File: config.mk
export PLATFORM = sky130hd
export DESIGN_NAME = sdram_port_arbiter
export DESIGN_NICKNAME = d
export VERILOG_FILES = /design/src/rtl/sdram_port_arbiter.sv
export SDC_FILE = /design/constraint.sdc
export NUM_CORES = 1
export LEC_CHECK = 0
export BUFFER_PORTS_ARGS = -buffer_cell sky130_fd_sc_hd__buf_2
export CORE_ASPECT_RATIO = 0.6
export CORE_MARGIN = 1.5
export CORE_UTILIZATION = 55
export CTS_BUF_LIST = sky130_fd_sc_hd__clkbuf_8 sky130_fd_sc_hd__clkbuf_16
export DETAILED_ROUTE_END_ITERATION = 8
export PLACE_DENSITY_LB_ADDON = 0.2
export SLEW_MARGIN = 20
export SYNTH_ARGS = -nofsm -noshare
export SYNTH_HDL_FRONTEND = slang
export SYNTH_SLANG_ARGS = --single-unit
File: constraint.sdc
create_clock -name iCLK -period 3 [get_ports iCLK]
set_input_delay 0.15 -clock iCLK [delete_from_list [all_inputs] [get_ports iCLK]]
set_output_delay 0.15 -clock iCLK [all_outputs]
set_load 0.05 [all_outputs]
File: src/rtl/sdram_port_arbiter.sv
// Shares one SDRAM port between the display read path (priority) and the loader
// write path (vertical blank only). Optional abort statistics under `ARB_STATS_EN.
module sdram_port_arbiter #(
  parameter int unsigned LEN_W = 8,
  parameter int unsigned GUARD = 2,
  parameter int unsigned CNT_W = 16
) (
  input  logic             iCLK,
  input  logic             iRST,
  input  logic             iNewFrame,
  input  logic             iEndFrame,
  input  logic             iDISP_REQ,
  output logic             oDISP_GNT,
  input  logic             iLOAD_REQ,
  input  logic [LEN_W-1:0] iLOAD_LEN,
  input  logic             iLOAD_VALID,
  output logic             oLOAD_GNT,
  output logic             oLOAD_DONE,
  output logic             oLOAD_ABORT,
  output logic [LEN_W-1:0] oLOAD_LEFT,
  input  logic             iSDRAM_WAIT,
  output logic             oSDRAM_SEL,
  output logic             oSDRAM_RD,
  output logic             oSDRAM_WR,
  output logic [CNT_W-1:0] oABORT_CNT
);

  localparam int unsigned GW = 4;

  typedef enum logic [1:0] {IDLE, DISP, LOAD, TURN} state_t;

  state_t           state, state_nxt;
  logic [LEN_W-1:0] beat_cnt, beat_cnt_nxt;
  logic [GW-1:0]    turn_cnt, turn_cnt_nxt;
  logic             blank_q, blank_eff;
  logic             done_nxt, abort_nxt;
  logic [LEN_W-1:0] left_nxt;
  logic             beat_acc;

  // A same-cycle frame pulse takes effect immediately; new frame beats end frame.
  assign blank_eff = iNewFrame ? 1'b0 : (iEndFrame ? 1'b1 : blank_q);
  assign beat_acc  = (state == LOAD) & iLOAD_VALID & ~iSDRAM_WAIT;

  assign oDISP_GNT  = (state == DISP);
  assign oLOAD_GNT  = (state == LOAD);
  assign oSDRAM_SEL = (state == LOAD);
  assign oSDRAM_RD  = (state == DISP) & iDISP_REQ;
  assign oSDRAM_WR  = beat_acc;

  // Next-state and pulse generation.
  always_comb begin
    state_nxt    = state;
    beat_cnt_nxt = beat_cnt;
    turn_cnt_nxt = turn_cnt;
    done_nxt     = 1'b0;
    abort_nxt    = 1'b0;
    left_nxt     = oLOAD_LEFT;
    case (state)
      IDLE: begin
        if (iDISP_REQ) begin
          state_nxt = DISP;
        end else if (iLOAD_REQ && blank_eff && !oLOAD_DONE) begin
          // The !oLOAD_DONE term stops a zero-length request re-firing while its pulse is out.
          if (iLOAD_LEN != '0) begin
            state_nxt    = LOAD;
            beat_cnt_nxt = iLOAD_LEN;
            left_nxt     = '0;
          end else begin
            done_nxt = 1'b1;
          end
        end
      end
      DISP: begin
        if (!iDISP_REQ) state_nxt = IDLE;
      end
      LOAD: begin
        if (beat_acc && beat_cnt == LEN_W'(1)) begin
          done_nxt     = 1'b1;
          state_nxt    = TURN;
          turn_cnt_nxt = GW'(GUARD - 1);
          beat_cnt_nxt = '0;
        end else if (iNewFrame || iDISP_REQ) begin
          abort_nxt    = 1'b1;
          left_nxt     = beat_cnt - LEN_W'(beat_acc);
          state_nxt    = TURN;
          turn_cnt_nxt = GW'(GUARD - 1);
          beat_cnt_nxt = '0;
        end else if (beat_acc) begin
          beat_cnt_nxt = beat_cnt - LEN_W'(1);
        end
      end
      TURN: begin
        if (turn_cnt == '0) state_nxt = IDLE;
        else turn_cnt_nxt = turn_cnt - GW'(1);
      end
      default: state_nxt = IDLE;
    endcase
  end

  always_ff @(posedge iCLK or posedge iRST) begin
    if (iRST) begin
      state       <= IDLE;
      beat_cnt    <= '0;
      turn_cnt    <= '0;
      blank_q     <= 1'b1;
      oLOAD_DONE  <= 1'b0;
      oLOAD_ABORT <= 1'b0;
      oLOAD_LEFT  <= '0;
    end else begin
      state       <= state_nxt;
      beat_cnt    <= beat_cnt_nxt;
      turn_cnt    <= turn_cnt_nxt;
      blank_q     <= blank_eff;
      oLOAD_DONE  <= done_nxt;
      oLOAD_ABORT <= abort_nxt;
      oLOAD_LEFT  <= left_nxt;
    end
  end

`ifdef ARB_STATS_EN
  logic [CNT_W-1:0] abort_cnt;

  // Counts in step with the abort pulse and sticks at all-ones.
  always_ff @(posedge iCLK or posedge iRST) begin
    if (iRST) begin
      abort_cnt <= '0;
    end else if (abort_nxt && abort_cnt != '1) begin
      abort_cnt <= abort_cnt + CNT_W'(1);
    end
  end

  assign oABORT_CNT = abort_cnt;
`else
  assign oABORT_CNT = '0;
`endif

endmodule
==> flow_summary.toml, run 1 <==
[synthesis]
synth.avg_cell_area_sq_um = 9.54
synthTopCellsByArea = "dfrtp_1, buf_4, a22o_1"
synth_common_cells = "dfrtp_1, buf_4, inv_1, nand2_1, a22o_1"
ys_ff_latch = 25
yosys.area.top_type = "dfrtp_1"
synth_top_area_share = 0.346
ys_async_sr_fraction = 1.00
synthesis.area_sq_mm = 0.00174
synth_cells = 182
synth_warnings = 0
synth-edff-count = 0
ys.flop_type = "dfrtp_1"
synth-seq-area-share = 0.361
synth_cell_types = 58
yosysMostFrequentCell = "dfrtp_1"

[sta]
timing.fmax_ghz = 0.428
rsz0062_at_grt = "false"
period_minus_slack_ns = 2.33
skew_ns = 0.00224
finalSetupViolCount = 0
fin_tns_setup_ns = 0
maxSlewHeadroom = 0.357
hold_viol = 0
drv_slew = 0
worst_pin_slew_ns = 0.963
finalCritPeriodShare = 0.778
holdWs_ns = 0.0779

[drt]
ant_nets = 0
viasPerCell = 6.16
wire_per_inst_um = 17.3
drt_wl_total_um = 4270
drtIter0Drc = 211
vias = 1521
drc = 0
dr.pass1.iters = 5

[layout]
fin_nets = 227
area_delta_synth_final_pct = 7.71
design_area_sq_mm = 0.00187
fillerInstances = 247
diodes = 0
drive_above_1_share = 0.239

[pwr]
power_uw = 1930
p_clk_frac = 0.108
vdd.ir_drop.worst_mv = 0.529
p_int_uw = 903
p_sw_frac = 0.531
p_leak_uw = 0.000872
powerDensity_mw_per_mm2 = 1030
p_switching_uw = 1020
p_seq_frac = 0.342
combPwrFrac = 0.550

[clocking]
ctsHtreeMaxLevel = 1
cts_buffer_depth = 2
path_clk_slew_ns = 0.09
cts-resized-gates = 0
cts_tree = "yes"
cts_root_buf = "clkbuf_8"
numClockSinks = 25
cts_setup_buffers = 0
cts_made_buffers = 3
clk_latency_ns = 0.28
cts_hold_buffers = 0

[placed_design]
gp_congestion = 0.910
port_buffers = 30
hpwl_um = 3140
dpl_cell_area_sq_mm = 0.00183

[setup_path]
reg2reg_from = "state[1]$_DFFE_PP0P_"
crit_required_ns = 3.17
cp.arrival_ns = 2.51
critPathMaxStageDelay_ns = 0.67
critical_path.cell_chain = "nor4bb_1 -> ha_1 -> nor3b_1 -> nand2_1 -> xnor2_1 -> a22o_1"
end_kind = "register"
startpoint_type = "register"
crit_start = "state[1]$_DFFE_PP0P_"
critPathKind = "reg -> reg"
path_max_fanout = 17
critical-path-slowest-cell = "dfrtp_1"

[die]
start_util = 0.593
die_w_um = 75.5
io-pin-count = 47
die_h_um = 46.5
core-area_sq_mm = 0.00293
fp-row-count = 15
dieArea_sq_mm = 0.00351

[global_route]
grt_pass1_wl_um = 6620
antenna_found_initial = 0
grt_max_degree = 26
grt_usage = 0.262
grt_overflow = 0
grt_pass1_vias = 1230

[run_status]
status = "finished, final reports clean"

[min_path]
hp-class = "in -> async"

[run]
max_cap_violations = 0
==> power by group through the flow <==
stage                     clock [uW]  sequential, uW  combinational [uW]
after detailed placement           0             658                1040
after floorplan                    0             714                 790
after CTS                        207             652                1050
final                            208             659                1060
after global routing             219             681                1140
after global placement             0             651                1020
==> critical path, delay by kind of cell, from the launching register on <==
kind	cells	cell delay, ns
AND/OR/NAND/NOR	3	0.99
flip-flops	1	0.67
adder cells (fa/ha/maj)	1	0.25
AO/OA/AOI/OAI	1	0.18
XOR/XNOR	1	0.14
==> routing by layer <==
metal  track usage  routed length, um  vias to the layer above
li1              -                  -                      684
met1         0.408               1960                      713
met3        0.0547                453                       14
met4        0.0857                 94                        0
met5             0                  0                        -
met2         0.351               1760                      110
==> stage by stage <==
step	setup slack, ns	cells	utilization
floorplan	0.939	197	-
global placement	0.900	243	0.624
detailed placement	0.743	243	0.624
CTS	0.715	247	0.639
global route	0.442	247	0.639
finish	0.666	247	0.639
==> layout by cell type, fill, tap and decap left out, types with 3 or more instances in the layout <==
cell       Yosys  layout
buf_2          4      30
dfrtp_1       24      24
conb_1         1      16
inv_1         13      14
nand2_1       13      13
a22o_1         9       9
nor2_1         7       7
o21ai_0        6       6
o2bb2ai_1      5       5
nand3_1        5       5
ha_1           5       5
nor3_1         4       4
o31ai_1        4       4
a221oi_1       4       4
xnor2_1        4       4
clkbuf_8       0       3
==> kinds of logic after synthesis <==
group	synth area share
buffers and inverters	0.135
and+or+nand+nor	0.167
AOI/OAI and AO/OA	0.257
adders and majority gates	0.0360
other	0.00216
DFF	0.361
muxes	0.0115
xor gates and xnor gates	0.0303
==> final timing paths <==
check | cells after the start | endpoint | slack [ns]
worst max-delay path | 6 | oLOAD_LEFT[5]$_DFFE_PP0P_ | 0.67
worst min-delay path | 2 | oLOAD_LEFT[4]$_DFFE_PP0P_ | 0.08
worst max register to register | 6 | oLOAD_LEFT[5]$_DFFE_PP0P_ | 0.67
worst min register to register | 1 | oLOAD_LEFT[1]$_DFFE_PP0P_ | 0.50
max in group asynchronous | 2 | oLOAD_LEFT[2]$_DFFE_PP0P_ | 2.34
min in group iCLK | 2 | blank_q$_DFF_PP1_ | 0.16
==> flip-flops by register name, summed over array words and instances, names as in the netlist <==
register / cells
beat_cnt: 8
blank_q: 1
oLOAD_DONE: 1
state: 2
oLOAD_LEFT: 8
oLOAD_ABORT: 1
turn_cnt: 4
==> area by class of cell <==
type / count / area, sq um / share of cell area
multi-input cells: 130 / 932 / 0.498
clock buffers: 3 / 41.3 / 0.0221
repair buffers: 31 / 158 / 0.0843
well taps: 42 / 52.6 / 0.0281
clock inverters: 1 / 3.75 / 0.00201
flip-flops and latches: 25 / 627 / 0.335
inverters: 15 / 56.3 / 0.0301
No activity file was read; power rests on OpenSTA's default activity.
==> run 2: changes to the inputs <==
- CORE_UTILIZATION: 55 -> 52
- clock period: 3 -> 2.35 ns (I/O delays scaled with it)
==> flow_summary.toml, run 2 (synthesis gave the netlist of run 1 again) <==
[clocking]
numClockSinks = 25
clk_latency_ns = 0.28
cts_made_buffers = 3
path_clk_slew_ns = 0.10
cts_buffer_depth = 2
cts_tree = "yes"
cts_root_buf = "clkbuf_8"
ctsHtreeMaxLevel = 1

[sta]
period_minus_slack_ns = 2.05
maxSlewHeadroom = 0.665
drv_slew = 0
rsz0062_at_grt = "false"
worst_pin_slew_ns = 0.501
finalSetupViolCount = 0
fin_tns_setup_ns = 0
skew_ns = 0.00884
timing.fmax_ghz = 0.487
hold_viol = 0
finalCritPeriodShare = 0.874

[setup_path]
critical_path.cell_chain = "nor4bb_1 -> buf_4 -> ha_1 -> nor3b_1 -> nand2_1 -> xnor2_1 -> a22o_1"
startpoint_type = "register"
critPathKind = "reg -> reg"
crit_required_ns = 2.53
path_max_fanout = 7
critical-path-slowest-cell = "nor3b_1"
cp.arrival_ns = 2.24
end_kind = "register"
crit_buf_inv = 1
cp_top_family = "simple AND/OR/NAND/NOR gates"
critPathMaxStageDelay_ns = 0.41

[die]
io-pin-count = 47
die_h_um = 47.8
start_util = 0.539
die_w_um = 77.6
fp-row-count = 16
core-area_sq_mm = 0.00322
dieArea_sq_mm = 0.00371

[global_route]
grt_pass1_vias = 1301
grt_max_degree = 26
grt_overflow = 0
grt_pass1_wl_um = 6390
grt_usage = 0.230
antenna_found_initial = 0

[pwr]
p_leak_uw = 0.000889
powerDensity_mw_per_mm2 = 1290
vdd.ir_drop.worst_mv = 0.682
power_uw = 2460

[drt]
drt_wl_total_um = 4080
drc = 0
ant_nets = 0
dr.pass1.iters = 4
wire_per_inst_um = 16.1
vias = 1514
drtIter0Drc = 146
viasPerCell = 5.96

[layout]
mostFrequentLayoutCell = "buf_2"
reg.largest.list = "beat_cnt: 8 flops, oLOAD_LEFT: 8 flops, turn_cnt: 4 flops"
drive_above_1_share = 0.254
diodes = 0
fin_nets = 231
area_delta_synth_final_pct = 9.87
layout_common_cells = "buf_2, dfrtp_1, conb_1"

[placed_design]
port_buffers = 30
gp_congestion = 0.891
hpwl_um = 3060

[min_path]
hp-class = "in -> reg"

[run_status]
status = "finished, final reports clean"

[run]
max_cap_violations = 0
run 2: cell types whose count changed in the layout (fill, tap and decap cells not counted), sizes merged:
| cell | previous run | this run |
|---|---|---|
| clkinv | 1 | 2 |
| inv | 15 | 14 |
| buf | 31 | 34 |
| dlygate4sd3 | 0 | 1 |
run 2: area by class of cell:
class	count	area, sq um
timing repair buffer	35	190
tap	45	56.3
inverter	15	56.3
clock inverter	1	5.00
fill	276	1320
clock buffer	3	41.3
sequential	25	627
multi-input combinational	130	932
run 2: through the flow:
step | worst slack [ns] | area, sq um | hold WS (ns) | utilization | std cells
2_1_floorplan | 0.321 | 1790 | 0.144 | - | 197
3_3_place_gp | 0.377 | 1850 | 0.183 | 0.575 | 249
3_5_place_dp | 0.343 | 1850 | 0.204 | 0.575 | 249
4_1_cts | 0.332 | 1910 | 0.109 | 0.592 | 254
5_1_grt | 0.173 | 1910 | 0.119 | 0.592 | 254
6_report | 0.297 | 1910 | 0.116 | 0.592 | 254
run 2: repair_timing:
item                                   CTS  global route
buffers inserted                         0             0
hold buffers                             1             0
endpoints found under the hold margin   24             0
gates resized for setup                  0             0
run 2: power breakdown:
group / leakage (uW) / switching [uW] / internal [uW]
logic: 0.000549 / 946 / 455
clock network: 0.0000255 / 155 / 119
registers: 0.000315 / 187 / 599
run 2: final timing paths:
check / slack, ns / cells past startpoint / endpoint / startpoint
setup / recovery: 0.30 / 7 / oLOAD_LEFT[7]$_DFFE_PP0P_ / state[0]$_DFFE_PP0P_
hold / removal: 0.12 / 2 / blank_q$_DFF_PP1_ / iNewFrame
setup reg to reg: 0.30 / 7 / oLOAD_LEFT[7]$_DFFE_PP0P_ / state[0]$_DFFE_PP0P_
hold reg to reg: 0.50 / 1 / oLOAD_LEFT[0]$_DFFE_PP0P_ / oLOAD_LEFT[0]$_DFFE_PP0P_
max in group asynchronous: 1.64 / 4 / blank_q$_DFF_PP1_ / iRST
min in group asynchronous: 0.42 / 4 / oLOAD_LEFT[4]$_DFFE_PP0P_ / iRST
run 2: per-layer routing:
metal,track usage,vias to the layer above,wire length (um)
li1,-,694,-
met1,0.334,718,1880
met2,0.327,98,1730
met3,0.0819,4,444
met4,0.0509,0,22
met5,0,-,0
